==> src/rtl/pdm_mic_rx.sv <==
// PDM microphone receiver: sclk generation, per-channel 3rd-order CIC decimator and a valid/ready PCM register.
// Optional macro PDM_RX_OVF_EN builds the sticky overrun flag on ovf; otherwise ovf is tied low.
module pdm_mic_rx #(
    parameter int CLK_DIV    = 12,
    parameter int CHANNELS   = 1,
    parameter int DECIM_LOG2 = 6,
    parameter int OUT_W      = 16
) (
    input  logic                      clk,
    input  logic                      rst,
    input  logic                      en,
    input  logic                      dat_i,
    output logic                      sclk,
    output logic [CHANNELS*OUT_W-1:0] pcm_data,
    output logic                      pcm_valid,
    input  logic                      pcm_ready,
    output logic                      ovf
);
    localparam int ACC_W = 3*DECIM_LOG2 + 2;
    localparam int DIV_W = $clog2(CLK_DIV);
    localparam logic [DIV_W-1:0]      DIV_LAST = DIV_W'(CLK_DIV - 1);
    localparam logic [DECIM_LOG2-1:0] DEC_LAST = {DECIM_LOG2{1'b1}};

    logic [DIV_W-1:0]          div_cnt_r;
    logic                      sclk_r;
    logic [DECIM_LOG2-1:0]     dec_cnt_r;
    logic                      frame_pend_r;
    logic [CHANNELS*OUT_W-1:0] pcm_data_r;
    logic                      pcm_valid_r;

    logic [ACC_W-1:0] integ1_r  [CHANNELS];
    logic [ACC_W-1:0] integ2_r  [CHANNELS];
    logic [ACC_W-1:0] integ3_r  [CHANNELS];
    logic [ACC_W-1:0] comb_d1_r [CHANNELS];
    logic [ACC_W-1:0] comb_d2_r [CHANNELS];
    logic [ACC_W-1:0] comb_d3_r [CHANNELS];

    logic [ACC_W-1:0] integ1_nx_s [CHANNELS];
    logic [ACC_W-1:0] integ2_nx_s [CHANNELS];
    logic [ACC_W-1:0] integ3_nx_s [CHANNELS];
    logic [ACC_W-1:0] comb1_s     [CHANNELS];
    logic [ACC_W-1:0] comb2_s     [CHANNELS];
    logic [ACC_W-1:0] comb3_s     [CHANNELS];
    logic             ev_s        [CHANNELS];

    logic                      wrap_s;
    logic [ACC_W-1:0]          samp_s;
    logic [CHANNELS*OUT_W-1:0] frame_s;
    logic [CHANNELS-1:0]       trunc_unused_s;
    logic                      load_s;
    logic                      accept_s;

    assign wrap_s   = (div_cnt_r == DIV_LAST);
    assign samp_s   = dat_i ? ACC_W'(1) : {ACC_W{1'b1}};
    assign load_s   = frame_pend_r & en;
    assign accept_s = pcm_valid_r & pcm_ready;

    // Sample events, integrator next values and the comb cascade (delay 1, computed from current state).
    always_comb begin
        frame_s        = {(CHANNELS*OUT_W){1'b0}};
        trunc_unused_s = {CHANNELS{1'b0}};
        for (int c = 0; c < CHANNELS; c++) begin
            // Channel 0 samples on the falling toggle of sclk, channel 1 on the rising toggle.
            ev_s[c]        = wrap_s & ((c == 0) ? sclk_r : ~sclk_r);
            integ1_nx_s[c] = integ1_r[c] + samp_s;
            integ2_nx_s[c] = integ2_r[c] + integ1_nx_s[c];
            integ3_nx_s[c] = integ3_r[c] + integ2_nx_s[c];
            comb1_s[c]     = integ3_r[c] - comb_d1_r[c];
            comb2_s[c]     = comb1_s[c] - comb_d2_r[c];
            comb3_s[c]     = comb2_s[c] - comb_d3_r[c];
            frame_s[c*OUT_W +: OUT_W] = comb3_s[c][ACC_W-1 -: OUT_W];
            trunc_unused_s[c] = ^comb3_s[c];
        end
    end

    // Bit clock divider; held idle with sclk low while disabled.
    always_ff @(posedge clk) begin
        if (rst || !en) begin
            div_cnt_r <= {DIV_W{1'b0}};
            sclk_r    <= 1'b0;
        end else if (wrap_s) begin
            div_cnt_r <= {DIV_W{1'b0}};
            sclk_r    <= ~sclk_r;
        end else begin
            div_cnt_r <= div_cnt_r + DIV_W'(1);
        end
    end

    // Integrators, decimation counter and comb delay lines.
    always_ff @(posedge clk) begin
        if (rst || !en) begin
            dec_cnt_r    <= {DECIM_LOG2{1'b0}};
            frame_pend_r <= 1'b0;
            for (int c = 0; c < CHANNELS; c++) begin
                integ1_r[c]  <= {ACC_W{1'b0}};
                integ2_r[c]  <= {ACC_W{1'b0}};
                integ3_r[c]  <= {ACC_W{1'b0}};
                comb_d1_r[c] <= {ACC_W{1'b0}};
                comb_d2_r[c] <= {ACC_W{1'b0}};
                comb_d3_r[c] <= {ACC_W{1'b0}};
            end
        end else begin
            frame_pend_r <= ev_s[0] && (dec_cnt_r == DEC_LAST);
            if (ev_s[0]) begin
                dec_cnt_r <= dec_cnt_r + DECIM_LOG2'(1);
            end
            for (int c = 0; c < CHANNELS; c++) begin
                if (ev_s[c]) begin
                    integ1_r[c] <= integ1_nx_s[c];
                    integ2_r[c] <= integ2_nx_s[c];
                    integ3_r[c] <= integ3_nx_s[c];
                end
                if (frame_pend_r) begin
                    comb_d1_r[c] <= integ3_r[c];
                    comb_d2_r[c] <= comb1_s[c];
                    comb_d3_r[c] <= comb2_s[c];
                end
            end
        end
    end

    // Output register: a new frame always loads, even over an unaccepted one.
    always_ff @(posedge clk) begin
        if (rst) begin
            pcm_data_r  <= {(CHANNELS*OUT_W){1'b0}};
            pcm_valid_r <= 1'b0;
        end else if (load_s) begin
            pcm_data_r  <= frame_s;
            pcm_valid_r <= 1'b1;
        end else if (accept_s) begin
            pcm_valid_r <= 1'b0;
        end else begin
            pcm_valid_r <= pcm_valid_r;
        end
    end

`ifdef PDM_RX_OVF_EN
    logic ovf_r;

    // Sticky overrun: a load while the held frame is neither accepted nor empty.
    always_ff @(posedge clk) begin
        if (rst) begin
            ovf_r <= 1'b0;
        end else if (load_s && pcm_valid_r && !pcm_ready) begin
            ovf_r <= 1'b1;
        end else begin
            ovf_r <= ovf_r;
        end
    end

    assign ovf = ovf_r;
`else
    assign ovf = 1'b0;
`endif

    assign sclk      = sclk_r;
    assign pcm_data  = pcm_data_r;
    assign pcm_valid = pcm_valid_r;

endmodule

==> config.mk <==
export PLATFORM = sky130hd
export DESIGN_NAME = pdm_mic_rx
export DESIGN_NICKNAME = d
export VERILOG_FILES = /design/src/rtl/pdm_mic_rx.sv
export SDC_FILE = /design/constraint.sdc
export NUM_CORES = 1
export LEC_CHECK = 0
export ABC_AREA = 1
export BUFFER_PORTS_ARGS = -buffer_cell sky130_fd_sc_hd__buf_2
export CAP_MARGIN = 10
export CORE_MARGIN = 8
export CORE_UTILIZATION = 53
export DETAILED_ROUTE_END_ITERATION = 8
export PLACE_DENSITY = 0.69
export SLEW_MARGIN = 20
export SYNTH_ARGS = -nofsm -noshare
export SYNTH_HDL_FRONTEND = slang
export SYNTH_SLANG_ARGS = --single-unit
==> constraint.sdc <==
create_clock -name clk -period 9.5 [get_ports clk]
set_input_delay 1.9 -clock clk [delete_from_list [all_inputs] [get_ports clk]]
set_output_delay 1.9 -clock clk [all_outputs]
set_load 0.005 [all_outputs]
# Yosys cells after proc, flatten, opt, wreduce, memory -nomap -nowiden
# Memory sizes are Yosys's and may differ from the RTL's.
# Cells that the tools add are included.
# Widths: inputs -> output; s select.
word_totals:
  ff_bits: 29
  out_inout_bits: 19
  mem_bits_rw: 120
  mem_count: 6
op_classes:
  muxes: 23
  addsub: 8
  n_eq_ne: 2
  reduce_logical: 11
  bitwise_logic: 4
memory_table:
  columns: ["memory", "words", "width", "read_ports", "rd_ports_with_merged_regs", "write_ports", "line_no", "source"]
  rows:
  - ["comb_d1_r", 1, 20, 1, 0, 1, "34", "logic [ACC_W-1:0] comb_d1_r [CHANNELS];"]
  - ["comb_d2_r", 1, 20, 1, 0, 1, "35", "logic [ACC_W-1:0] comb_d2_r [CHANNELS];"]
  - ["comb_d3_r", 1, 20, 1, 0, 1, "36", "logic [ACC_W-1:0] comb_d3_r [CHANNELS];"]
  - ["integ1_r", 1, 20, 1, 0, 1, "31", "logic [ACC_W-1:0] integ1_r [CHANNELS];"]
  - ["integ2_r", 1, 20, 1, 0, 1, "32", "logic [ACC_W-1:0] integ2_r [CHANNELS];"]
  - ["integ3_r", 1, 20, 1, 0, 1, "33", "logic [ACC_W-1:0] integ3_r [CHANNELS];"]
op_table:
  columns: ["cell", "n"]
  rows:
  - ["$mux 20", 7]
  - ["$reduce_or 20->1", 6]
  - ["$add 20x20->20", 3]
  - ["$sub 20x20->20", 3]
  - ["$mux 1", 16]
  - ["$add 6x1->6 const B", 1]
  - ["$eq 6x6->1 const B", 1]
  - ["$add 4x1->4 const B", 1]
  - ["$eq 4x4->1 const B", 1]
  - ["$and 1x1->1", 3]
  - ["$reduce_bool 2->1", 1]
  - ["$reduce_or 2->1", 1]
  - ["$logic_and 1x1->1", 1]
  - ["$logic_not 1->1", 1]
  - ["$logic_or 1x1->1", 1]
  - ["$not 1->1", 1]

# Longest topological paths before layout
# Gate-level depths: netlist (run 1).
depth:
  ltp_word: 7
  depth_mapped: 35
  mapped_depth_nobuf: 35

# Least setup slack after synthesis (run 1)
# OpenSTA, ideal clock, no wires.
synth_path:
  path_kind: "input port to flip-flop"
  start: "input dat_i"
  end: "memory integ3_r[0][19] (netlist name), data pin"
  cell_stages: 29
  t_arrival_ns: 6.039
  setup_time_ns: 0.255
  path_buffers: 0
  slack_ns: 3.206
  required_time_ns: 9.245
  cell_sequence: "inv_1 ha_1 nand2_1 a21oi_1 nand3_1 nand2_1 nand2_1 nand2_1 a21boi_1 o21ai_2 a21boi_0 xor2_1 inv_1 ha_1 a21oi_1 o21ai_0 a21oi_1 or2_2 nand2_1 ha_1 nand2_1 nor4_1 nand4_1 nand3_1 a21oi_1 o21bai_1 nand3_1 nand2_1 nor2_1"
synth_rtl:
  columns: ["item", "line_no", "source"]
  rows:
  - ["from (decl)", "12", "input logic dat_i,"]
  - ["to (decl)", "33", null]

==> results of run 1 <==
final cells by class:
cell class | count | share of cell area (%)
multi-input combinational | 1027 | 50.01
clock inverter | 13 | 0.9635
inverter | 258 | 7.768
sequential | 149 | 33.56
timing repair buffer | 26 | 1.124
clock buffer | 19 | 3.814
tap | 275 | 2.760
cells by family (layout without fill, tap and decap cells):
logic type	after synthesis	in the layout
AO/OA/AOI/OAI	297	297
adder cells (fa/ha/maj)	122	122
buffers and inverters	273	316
other	1	1
XOR/XNOR	74	74
AND/OR/NAND/NOR	533	533
flip-flops	149	149
cells in the mapped netlist, drive strengths merged, types with 15 or more instances:
cell,instances,share of area [%]
a21o,15,0.98
a21oi,145,6.4
dfxtp,29,5.1
edfxtp,120,31
ha,117,13
inv,255,8.4
nand2,234,7.9
nand3,58,2.6
nand4,18,0.98
nor2,177,6.0
nor3,20,0.96
o21ai,86,4.1
xnor2,27,2.1
xor2,47,3.7
routing by layer:
metal	track usage [%]	share of wire, %	wire, microns	vias up
li1	-	-	-	4910
met1	27.33	50	12890	4303
met2	30.16	44	11170	178
met3	2.806	4.0	1012	37
met4	6.589	2.0	523	0
met5	0	0	0	-
critical path: cells and delay by family:
| kind | cells | cell delay (ns) |
|---|---|---|
| buffers and inverters | 4 | 0.77 |
| AOI/OAI and AO/OA | 6 | 0.96 |
| and+or+nand+nor | 16 | 1.96 |
| adders and majority gates | 3 | 1.07 |
| xor gates and xnor gates | 2 | 0.41 |
worst paths after layout:
kind,to
worst max-delay path,integ3_r[0][19]
worst min-delay path,div_cnt_r[0]
worst min register to register,div_cnt_r[0]
worst max register to register,integ3_r[0][19]
sequential cells by signal, indices dropped and copies added, names as in the netlist:
register      count
frame_pend_r      1
comb_d2_r        20
dec_cnt_r         6
sclk              1
integ3_r         20
pcm_valid         1
integ2_r         20
div_cnt_r         4
comb_d3_r        20
integ1_r         20
pcm_data         16
comb_d1_r        20
where the power goes:
part	switching, mW	internal [mW]	leakage (nW)
sequential	0.0112	0.724	1.57
clock	0.317	0.379	0.300
combinational	0.711	0.392	4.14
total	1.04	1.50	6.01
through the flow:
step | setup slack [ns] | hold WS, ns | util, %
after floorplan | 3.206 | 0.4175 | -
after global placement | 2.589 | 0.4343 | 56.30
after detailed placement | 2.231 | 0.4495 | 56.30
after CTS | 2.666 | 0.4667 | 59.12
after global routing | 2.098 | 0.4813 | 59.12
final | 2.597 | 0.4540 | 59.12
==> results.md, run 1 <==
- Status: completed
- Hold Path Cell Cnt: 1
- # diodes: 0
- Combinational family with the most area after synthesis: simple AND/OR/NAND/NOR gates
- Power after layout: 2.535 mW
- Arr. time, crit path: 7.09 ns
- Later-pin clock latency in the skew report: approximately 0.43 ns
- Setup Viol. Count Final: 0
- Crit Path Max Fanout: 18
- Min-Delay Path Class: reg -> reg
- Post-CTS Hold Buffers: 0
- Post-synthesis cell area: 11440 sq um
- Most used DFF post-synth: edfxtp_1
- Reg2reg setup slack: approximately 4 ns
- Mapped Nets: 1576
- Die Ht: 162.9 microns
- Slew Limit Fails: 0
- HPWL after DPL: between 15 and 20 mm
- Register-to-Register Path Depth: 31
- Initial antenna violation count: 0
- PostCTS Resize Cnt: 0
- MaxCap Viol Count: 0
- Post-Synth Simple-Gate Area: 20.01%
- Worst r2r src: integ1_r[0][0]
- Post-synth EDFFs: 120
- Drt drc: 0
- Crit path top cell by count: nand2_1
- Pin count of the biggest net entering global routing: 67
- CTS tree: done
- Adder-cell share of the synthesized area: a little over an eighth
- Register clock-pin slew on the reported worst setup and hold paths: 0.07 ns
- Most frequent cells in the layout: 254 x inv_1, 223 x nand2_1, 172 x nor2_1, 142 x a21oi_1, 120 x edfxtp_1
- Mux share of post-synthesis cell area: 0%
- Fin area: 12470 sq um
- Core Area: 21090 sq um
- Post-DR vias/cell: 5.336
- Io pins: 24
- Total global routing track utilization: 19.46%
- CTS Sinks: 149
- DRT antenna net count: 0
- Fraction of layout instances using a drive strength above 1: 6.501%
- CTS root buf: clkbuf_16
- Most common cell after layout, fill and taps aside: inv_1
- Crit end category: flop
- HP Start: div_cnt_r[0]
- DR WL/cell: 14.48 microns
- Synth Area in Compound Gates: 14.94%
- XOR/XNOR Fraction of Synth Area: ~5.8%
- Leak Pwr: 6.007 nW
- Gpl congestion: 0.8795
- Syn-to-layout area delta: 8.944%
- Max VDD drop: 109.1 uV
- Ys async rst share: 0%
- Setup TNS: 0 ns
- Worst clock skew: 0.01299 ns
- Worst setup path start: dat_i
- Shortest period the worst path allows: between 6 and 7 ns
- Worst Tran Pin Value: 0.8260 ns
- Fillers: ~1900
- PwrDens: 203.3 nW/um^2
- Yosys reg bits: 149
- Hold Vio Cnt, Final: 0
- Critical setup path kind: in -> reg
- Die Wd: 162.9 microns
- Synth cell types: 56
- YS warnings: 0
- Initial Util: 54.27%
- Unrepaired setup endpoints after global routing: no
- Max stage delay on crit path: slightly below 0.5 ns
- Postcts setup bufs: 0
- Seq/Total Area, Yosys: a little over a third
- Mean Syn Cell Area: 7.897 sq um
- Dpl cells: 1735
- Nets@finish: roughly 1600
- TritonCTS Buffers: 17
- Fmax achieved: 144.9 MHz
- Row count: 53
- Clock Path Buffers: 2
- DRT iter0 DRCs: 706
- Die area: 26550 sq um
- Final cell count without fillers: 1767
- CP max-delay cell: inv_1
- Final wirelength: approximately 26 mm
- Drt first pass iters: 5
- Vias: 9428
- Register area: 4184 sq um
- Vias in the first global route: 8785
- Post-synthesis instance total: 1449
- Part of the cycle the worst path needs: 72.66%
- Area after DPL: around 12000 sq um
- Worst Setup Start Kind: primary input
- H-tree depth: 4
- Area of the multi-input gates: 6235 sq um
- Max-Slew Margin vs Limit: 44.93%
- Total global routing overflow: 0
- Port Buffers: 22
- Worst endpoint required time: 9.69 ns
- First-pass GRT wire length: roughly 42 mm
Note: power is estimated with default switching activity, not from simulation.
==> inputs of run 2 (changes only) <==
--- a/config.mk
+++ b/config.mk
@@ -5,7 +5,7 @@
 export SDC_FILE = /design/constraint.sdc
 export NUM_CORES = 1
 export LEC_CHECK = 0
-export ABC_AREA = 1
+export ABC_AREA = 0
 export BUFFER_PORTS_ARGS = -buffer_cell sky130_fd_sc_hd__buf_2
 export CAP_MARGIN = 10
 export CORE_MARGIN = 8
==> constraint.sdc (replaced) <==
create_clock -name clk -period 6.5 [get_ports clk]
set_input_delay 1.3 -clock clk [delete_from_list [all_inputs] [get_ports clk]]
set_output_delay 1.3 -clock clk [all_outputs]
set_load 0.005 [all_outputs]
==> results.md, run 2 <==
- Port Buffers: 22 (unchanged)
- Mapped Nets: 1209 (-23%)
- Post-synth EDFFs: 120 (unchanged)
- Ranking of synthesized cells by area: edfxtp_1 34%, ha_1 14%, dfxtp_1 5.5%
- Post-synth top area share: 34.35% (+2.9 points)
- Synth cell types: 62 (+11%)
- DR WL/cell: 14.76 microns (+1.9%)
- Syn-to-layout area delta: 10.82%
- HPWL after DPL: 14.56 mm (-26%)
- Worst endpoint required time: 6.67 ns (-3.02 ns)
- Setup Viol. Count Final: 0 (unchanged)
- YS warnings: 0 (unchanged)
- Worst setup path start: dat_i
- CTS Sinks: 149 (unchanged)
- # diodes: 0 (unchanged)
- Io pins: 24 (unchanged)
- MaxCap Viol Count: 0 (unchanged)
- Most common cell after layout, fill and taps aside: edfxtp_1
- CTS root buf: clkbuf_16
- CTS tree: done
- Total global routing overflow: 0 (unchanged)
- Initial antenna violation count: 0 (unchanged)
- Commonest cells in the netlist: 120 x edfxtp_1, 117 x ha_1, 87 x inv_1
- Register area: 4184 sq um (unchanged)
- Clock Path Buffers: 2 (unchanged)
- Met2 WL: 9.414 mm (-16%)
- Vias in the first global route: 7269 (-17%)
- Fmax achieved: around 160 MHz
- H-tree depth: 4 (unchanged)
- Drt drc: 0 (unchanged)
- Final cell count without fillers: 1391 (-21%)
- Power after layout: 3.340 mW (+32%)
- Max VDD drop: 204.8 uV (+88%)
- DRT iter0 DRCs: 470 (-33%)
- Yosys reg bits: 149 (unchanged)
- Drt first pass iters: 5 (unchanged)
- Die Ht: 156.7 microns (-3.8%)
- Critical Path End: integ3_r[0][19]
- Post-synthesis instance total: 1082 (-25%)
- Arr. time, crit path: 6.23 ns (-0.86 ns)
- Final wirelength: 20.53 mm (-20%)
- Met3 wire length: 571 microns (-44%)
- PostCTS Resize Cnt: 0 (unchanged)
- CP max-delay cell: ha_1
- First-pass GRT wire length: 34.26 mm (-19%)
- Post-synthesis cell area: 10490 sq um (-8.3%)
- Most frequent cells in the layout: 120 x edfxtp_1, 117 x ha_1, 87 x inv_1, 81 x a21oi_1, 81 x nor2_1
- Total global routing track utilization: 17.11% (-2.4 points)
- Crit. path cell count: 28 (-9.7%)
- Fillers: 1701 (-12%)
- Vias: 7708 (-18%)
- Die Wd: 156.7 microns (-3.8%)
- Status: completed
- Postcts setup bufs: 0 (unchanged)
- Hold Vio Cnt, Final: 0 (unchanged)
- Most used DFF post-synth: edfxtp_1
- Leak Pwr: 5.116 nW (-15%)
- Die area: 24550 sq um (-7.5%)
- Worst Setup Start Kind: primary input
- Later-pin clock latency in the skew report: 0.42 ns (about the same)
- PwrDens: 287.3 nW/um^2 (+41%)
- Register-to-Register Path Depth: 28 (-9.7%)
- Shortest period the worst path allows: about 6.1 ns
- Seq/Total Area, Yosys: 39.89% (+3.3 points)
- Most numerous cell in the Yosys netlist: edfxtp_1
- Mean Syn Cell Area: 9.695 sq um (+23%)
- DRT antenna net count: 0 (unchanged)
- Setup TNS: 0 ns (unchanged)
- Synth area leader: edfxtp_1
- Final core occ: 59.73% (+0.61 points)
- Gpl congestion: 0.8747 (-0.55%)
- Metal-1 WL: 10.34 mm (-20%)
- Reg2reg setup slack: 0.49 ns (-3.52 ns)
- Row count: 51 (-3.8%)
- Post-CTS Hold Buffers: 0 (unchanged)
- Worst clock skew: 0.009646 ns (-0.003342 ns)
- Min-Delay Path Class: reg -> reg
- Uppermost routed layer: met4
- Crit end category: flop
- Nets@finish: 1240 (-23%)
- CP Buf/Inv Count: 3 (-1)
- Max-Slew Margin vs Limit: 44.41% (-0.52 points)
- Dpl cells: 1359 (-22%)
- Core Area: 19460 sq um (-7.7%)
- Ys async rst share: 0% (unchanged)
- Initial Util: 53.90% (-0.37 points)
- Part of the cycle the worst path needs: 93.25%
- Max stage delay on crit path: 0.34 ns (-0.15 ns)
- Crit Path Max Fanout: 14 (-4)
- Capture point of the worst reg-to-reg path: pcm_data[15]
- Worst Tran Pin Value: 0.8339 ns (+0.007857 ns)
- TritonCTS Buffers: 17 (unchanged)
- Critical setup path kind: in -> reg
- Register clock-pin slew on the reported worst setup and hold paths: 0.06 ns (about the same)
- Slew Limit Fails: 0 (unchanged)
- Pin count of the biggest net entering global routing: 61 (-9.0%)
- Post-DR vias/cell: 5.541 (+3.9%)
- Area of the multi-input gates: 5916 sq um (-5.1%)
- Worst r2r src: integ3_r[0][0]
- Cell family with most CP delay: compound AO/OA/AOI/OAI gates
- Fraction of layout instances using a drive strength above 1: 7.105% (+0.60 points)
- Unrepaired setup endpoints after global routing: no
[run 2: changes by cell type after synthesis, moves of 22 or more]
cell,delta
nor2_1,-91
nand2_1,-169
and3_1,+33
and2_1,+60
a21o_1,+22
o21ai_0,-33
xnor2_1,+30
a21oi_1,-59
inv_1,-167
nand3_1,-40
[run 2: final cells by class]
type,instances,share of cell area [%]
multi-input cells,823,50.89
flip-flops and latches,149,35.99
clock buffers,29,5.317
well taps,265,2.852
inverters,87,2.809
repair buffers,35,1.787
clock inverters,3,0.3552
[run 2: worst min path at each step]
stage,start,end,depth (start not counted)
after floorplan,dec_cnt_r[5],frame_pend_r,2
after global placement,pcm_data[11],pcm_data[11],2
after detailed placement,pcm_data[4],pcm_data[4],2
after CTS,pcm_data[4],pcm_data[4],2
after global routing,pcm_data[1],pcm_data[1],2
final,pcm_data[6],pcm_data[6],2
[run 2: through the flow]
stage / worst slack [ns] / hold WS (ns) / instance area (sq um)
2_1_floorplan: 0.3418 / 0.4271 / 10490
3_3_place_gp: 0.07006 / 0.4364 / 10940
3_5_place_dp: -0.06266 / 0.4413 / 10940
4_1_cts: 0.3369 / 0.4495 / 11600
5_1_grt: 0.01237 / 0.4680 / 11620
6_report: 0.4385 / 0.4451 / 11620
[run 2: cells by family after synthesis]
| logic type | after synthesis | share of synthesized area (%) |
|---|---|---|
| flops | 149 | 39.89 |
| compound gates | 263 | 15.95 |
| buf+inv | 110 | 3.972 |
| xor+xnor | 99 | 8.540 |
| simple gates | 335 | 16.42 |
| fa+ha+maj | 122 | 14.91 |
| other cells | 1 | 0.03575 |
| mux | 3 | 0.2863 |
[run 2: where the power goes]
| group | switching (mW) | total [mW] | leakage (nW) | internal, mW |
|---|---|---|---|---|
| logic | 0.664 | 1.19 | 3.22 | 0.522 |
| registers | 0.0141 | 1.07 | 1.57 | 1.06 |
| clock network | 0.394 | 1.08 | 0.325 | 0.687 |
[run 2: metal layers]
metal | vias to the layer above | track usage, %
li1 | 3944 | -
met1 | 3655 | 23.20
met2 | 90 | 27.79
met3 | 19 | 2.648
met4 | 0 | 4.760
met5 | - | 0
[run 2: worst register-to-register path, delay by kind of cell (launching register included)]
kind	cells	cell delay [ns]
compound gates	14	2.63
xor+xnor	2	0.33
fa+ha+maj	4	1.20
buf+inv	2	0.15
flops	1	0.43
simple gates	6	1.19
==> inputs of run 3 (changes only) <==
--- a/config.mk
+++ b/config.mk
@@ -9,9 +9,9 @@
 export BUFFER_PORTS_ARGS = -buffer_cell sky130_fd_sc_hd__buf_2
 export CAP_MARGIN = 10
 export CORE_MARGIN = 8
-export CORE_UTILIZATION = 53
+export CORE_UTILIZATION = 50
 export DETAILED_ROUTE_END_ITERATION = 8
-export PLACE_DENSITY = 0.69
+export PLACE_DENSITY = 0.66
 export SLEW_MARGIN = 20
 export SYNTH_ARGS = -nofsm -noshare
 export SYNTH_HDL_FRONTEND = slang
==> results.md, run 3 (synthesis results as in run 2) <==
- Total global routing overflow: 0 (unchanged)
- Worst setup margin: 0.3876 ns (-0.05087 ns)
- Arr. time, crit path: 6.29 ns (+0.06 ns)
- Nets@finish: 1239 (-0.081%)
- Initial Util: 50.38% (-3.5 points)
- Fraction of layout instances using a drive strength above 1: 7.111% (about the same)
- Max-Slew Margin vs Limit: 41.46% (-3.0 points)
- Worst Setup Start Kind: primary input
- Io pins: 24 (unchanged)
- Setup Viol. Count Final: 0 (unchanged)
- Min-Delay Path Class: reg -> reg
- Total global routing track utilization: 16.46% (-0.64 points)
- Slew Limit Fails: 0 (unchanged)
- DR WL/cell: 14.82 microns (+0.45%)
- Comb power frac: 37.4% (+1.9 points)
- Gpl congestion: 0.8177 (-6.5%)
- Port Buffers: 22 (unchanged)
- HPWL after DPL: 14.68 mm (+0.85%)
- Dpl cells: 1368 (+0.66%)
- Pin count of the biggest net entering global routing: 61 (unchanged)
- Fmax achieved: 163.6 MHz (-0.83%)
- Drt first pass iters: 5 (unchanged)
- Status: completed
- Later-pin clock latency in the skew report: 0.43 ns (about the same)
- Part of the cycle the worst path needs: 94.04% (+0.78 points)
- MaxCap Viol Count: 0 (unchanged)
- CTS root buf: clkbuf_16
- DRT antenna net count: 0 (unchanged)
- Post-DR vias/cell: 5.464 (-1.4%)
- Clock Path Buffers: 2 (unchanged)
- Crit end category: flop
- H-tree depth: 4 (unchanged)
- Shortest period the worst path allows: 6.112 ns (+0.05087 ns)
- Worst endpoint required time: 6.68 ns (about the same)
- CTS Sinks: 149 (unchanged)
- # diodes: 0 (unchanged)
- Syn-to-layout area delta: 9.853%
- Internal: 2.110 mW (-6.9%)
- Register clock-pin slew on the reported worst setup and hold paths: 0.06 ns (about the same)
- CTS tree: done
- Row count: 53 (+3.9%)
- Die Wd: 160.8 microns (+2.7%)
- Clock share of power: 28.9% (-3.5 points)
- Postcts setup bufs: 0 (unchanged)
- Power after layout: 3.181 mW (-4.7%)
- Critical setup path kind: in -> reg
- Die area: 25870 sq um (+5.4%)
- Most frequent cells in the layout: 120 x edfxtp_1, 117 x ha_1, 87 x inv_1, 81 x a21oi_1, 81 x nor2_1
- TritonCTS Buffers: 17 (unchanged)
- Worst Tran Pin Value: 0.8760 ns (+0.04216 ns)
- PwrDens: 276.0 nW/um^2 (-3.9%)
- Final wirelength: 20.75 mm (+1.1%)
- Initial antenna violation count: 1 (+1)
- Worst clock skew: 0.009754 ns (+0.0001085 ns)
- Psw: 1.071 mW (-0.10%)
- Drt drc: 0 (unchanged)
- Max VDD drop: 196.0 uV (-4.3%)
- Crit Path Max Fanout: 4 (-10)
- Dpl ws: -0.1260 ns (-0.06333 ns)
- Die Ht: 160.8 microns (+2.7%)
- Share of power burned in registers: 33.7% (+1.6 points)
- Vias in the first global route: 7420 (+2.1%)
- Most common cell after layout, fill and taps aside: edfxtp_1
- Vias: 7650 (-0.75%)
- Core Area: 20820 sq um (+7.0%)
- Hold Vio Cnt, Final: 0 (unchanged)
- DRT iter0 DRCs: 495 (+5.3%)
- Final cell count without fillers: 1400 (+0.65%)
- First-pass GRT wire length: 35.51 mm (+3.7%)
- Leak Pwr: 5.053 nW (-1.2%)
- Sw Share: 33.67% (+1.6 points)
- Setup TNS: 0 ns (unchanged)
run 3: changes by cell type in the layout (fill, tap and decap cells not counted), sizes merged:
cell      before  now
clkinvlp       0    2
inv           88   87
bufinv         1    0
clkinv         1    6
buf           35   34
clkbuf        29   24
run 3: repair_timing:
item	CTS	global route
gates resized for setup	0	7
hold buffers	0	0
setup endpoints to repair	0	3
run 3: path summary, 6_finish.rpt:
kind | end | cells after the start | from | slack, ns
hold / removal | pcm_data[2] | 2 | pcm_data[2] | 0.45
setup / recovery | integ3_r[0][19] | 28 | dat_i | 0.39
setup reg to reg | pcm_data[15] | 28 | integ3_r[0][0] | 0.52
hold reg to reg | pcm_data[2] | 2 | pcm_data[2] | 0.45
run 3: power by group through the flow:
stage                     logic, mW  registers, mW  clock network (mW)
after floorplan               0.968           1.09                   0
after global placement         1.16           1.09                   0
after detailed placement       1.17           1.09                   0
after CTS                      1.18           1.07               0.944
after global routing           1.34           1.08               0.976
final                          1.19           1.07               0.919
run 3: final cells by class:
cell class                 count  area, sq um
fill                        1917         9299
multi-input combinational    823         5923
sequential                   149         4184
clock buffer                  24        493.0
tap                          275        344.1
inverter                      87        326.6
timing repair buffer          34        203.9
clock inverter                 8        48.80
run 3: routing by layer:
layer | routed length (microns) | part of all wire (%) | track usage [%]
met5 | 0 | 0 | 0
met4 | 220 | 1.1 | 4.882
met3 | 672 | 3.2 | 2.432
met2 | 9555 | 46 | 26.28
met1 | 10310 | 50 | 22.69
run 3: worst max-delay path, cell delays in order:
cell	delay [ns]
buf_2	0.14
inv_1	0.11
ha_1	0.37
nor2b_1	0.15
o21ai_0	0.22
a21boi_1	0.13
o21ai_0	0.16
nand2b_1	0.11
a31oi_2	0.26
xnor2_1	0.17
ha_1	0.27
a21o_1	0.18
a21o_1	0.19
a21o_1	0.21
o21ai_0	0.15
nand2b_1	0.10
xor2_2	0.17
ha_1	0.30
a21oi_1	0.18
o21ai_0	0.16
nor3_1	0.17
nand2_1	0.09
a41oi_2	0.21
o21ai_1	0.15
a31o_2	0.27
xnor2_1	0.16
xnor2_1	0.14
nor2_1	0.05
run 3: per-stage QoR:
step / hold slack [ns] / utilization [%] / instance area, sq um
2_1_floorplan: 0.4271 / - / 10490
6_report: 0.4483 / 55.34 / 11520
4_1_cts: 0.4501 / 55.19 / 11490
3_3_place_gp: 0.4367 / 52.58 / 10950
3_5_place_dp: 0.4418 / 52.58 / 10950
5_1_grt: 0.4710 / 55.34 / 11520
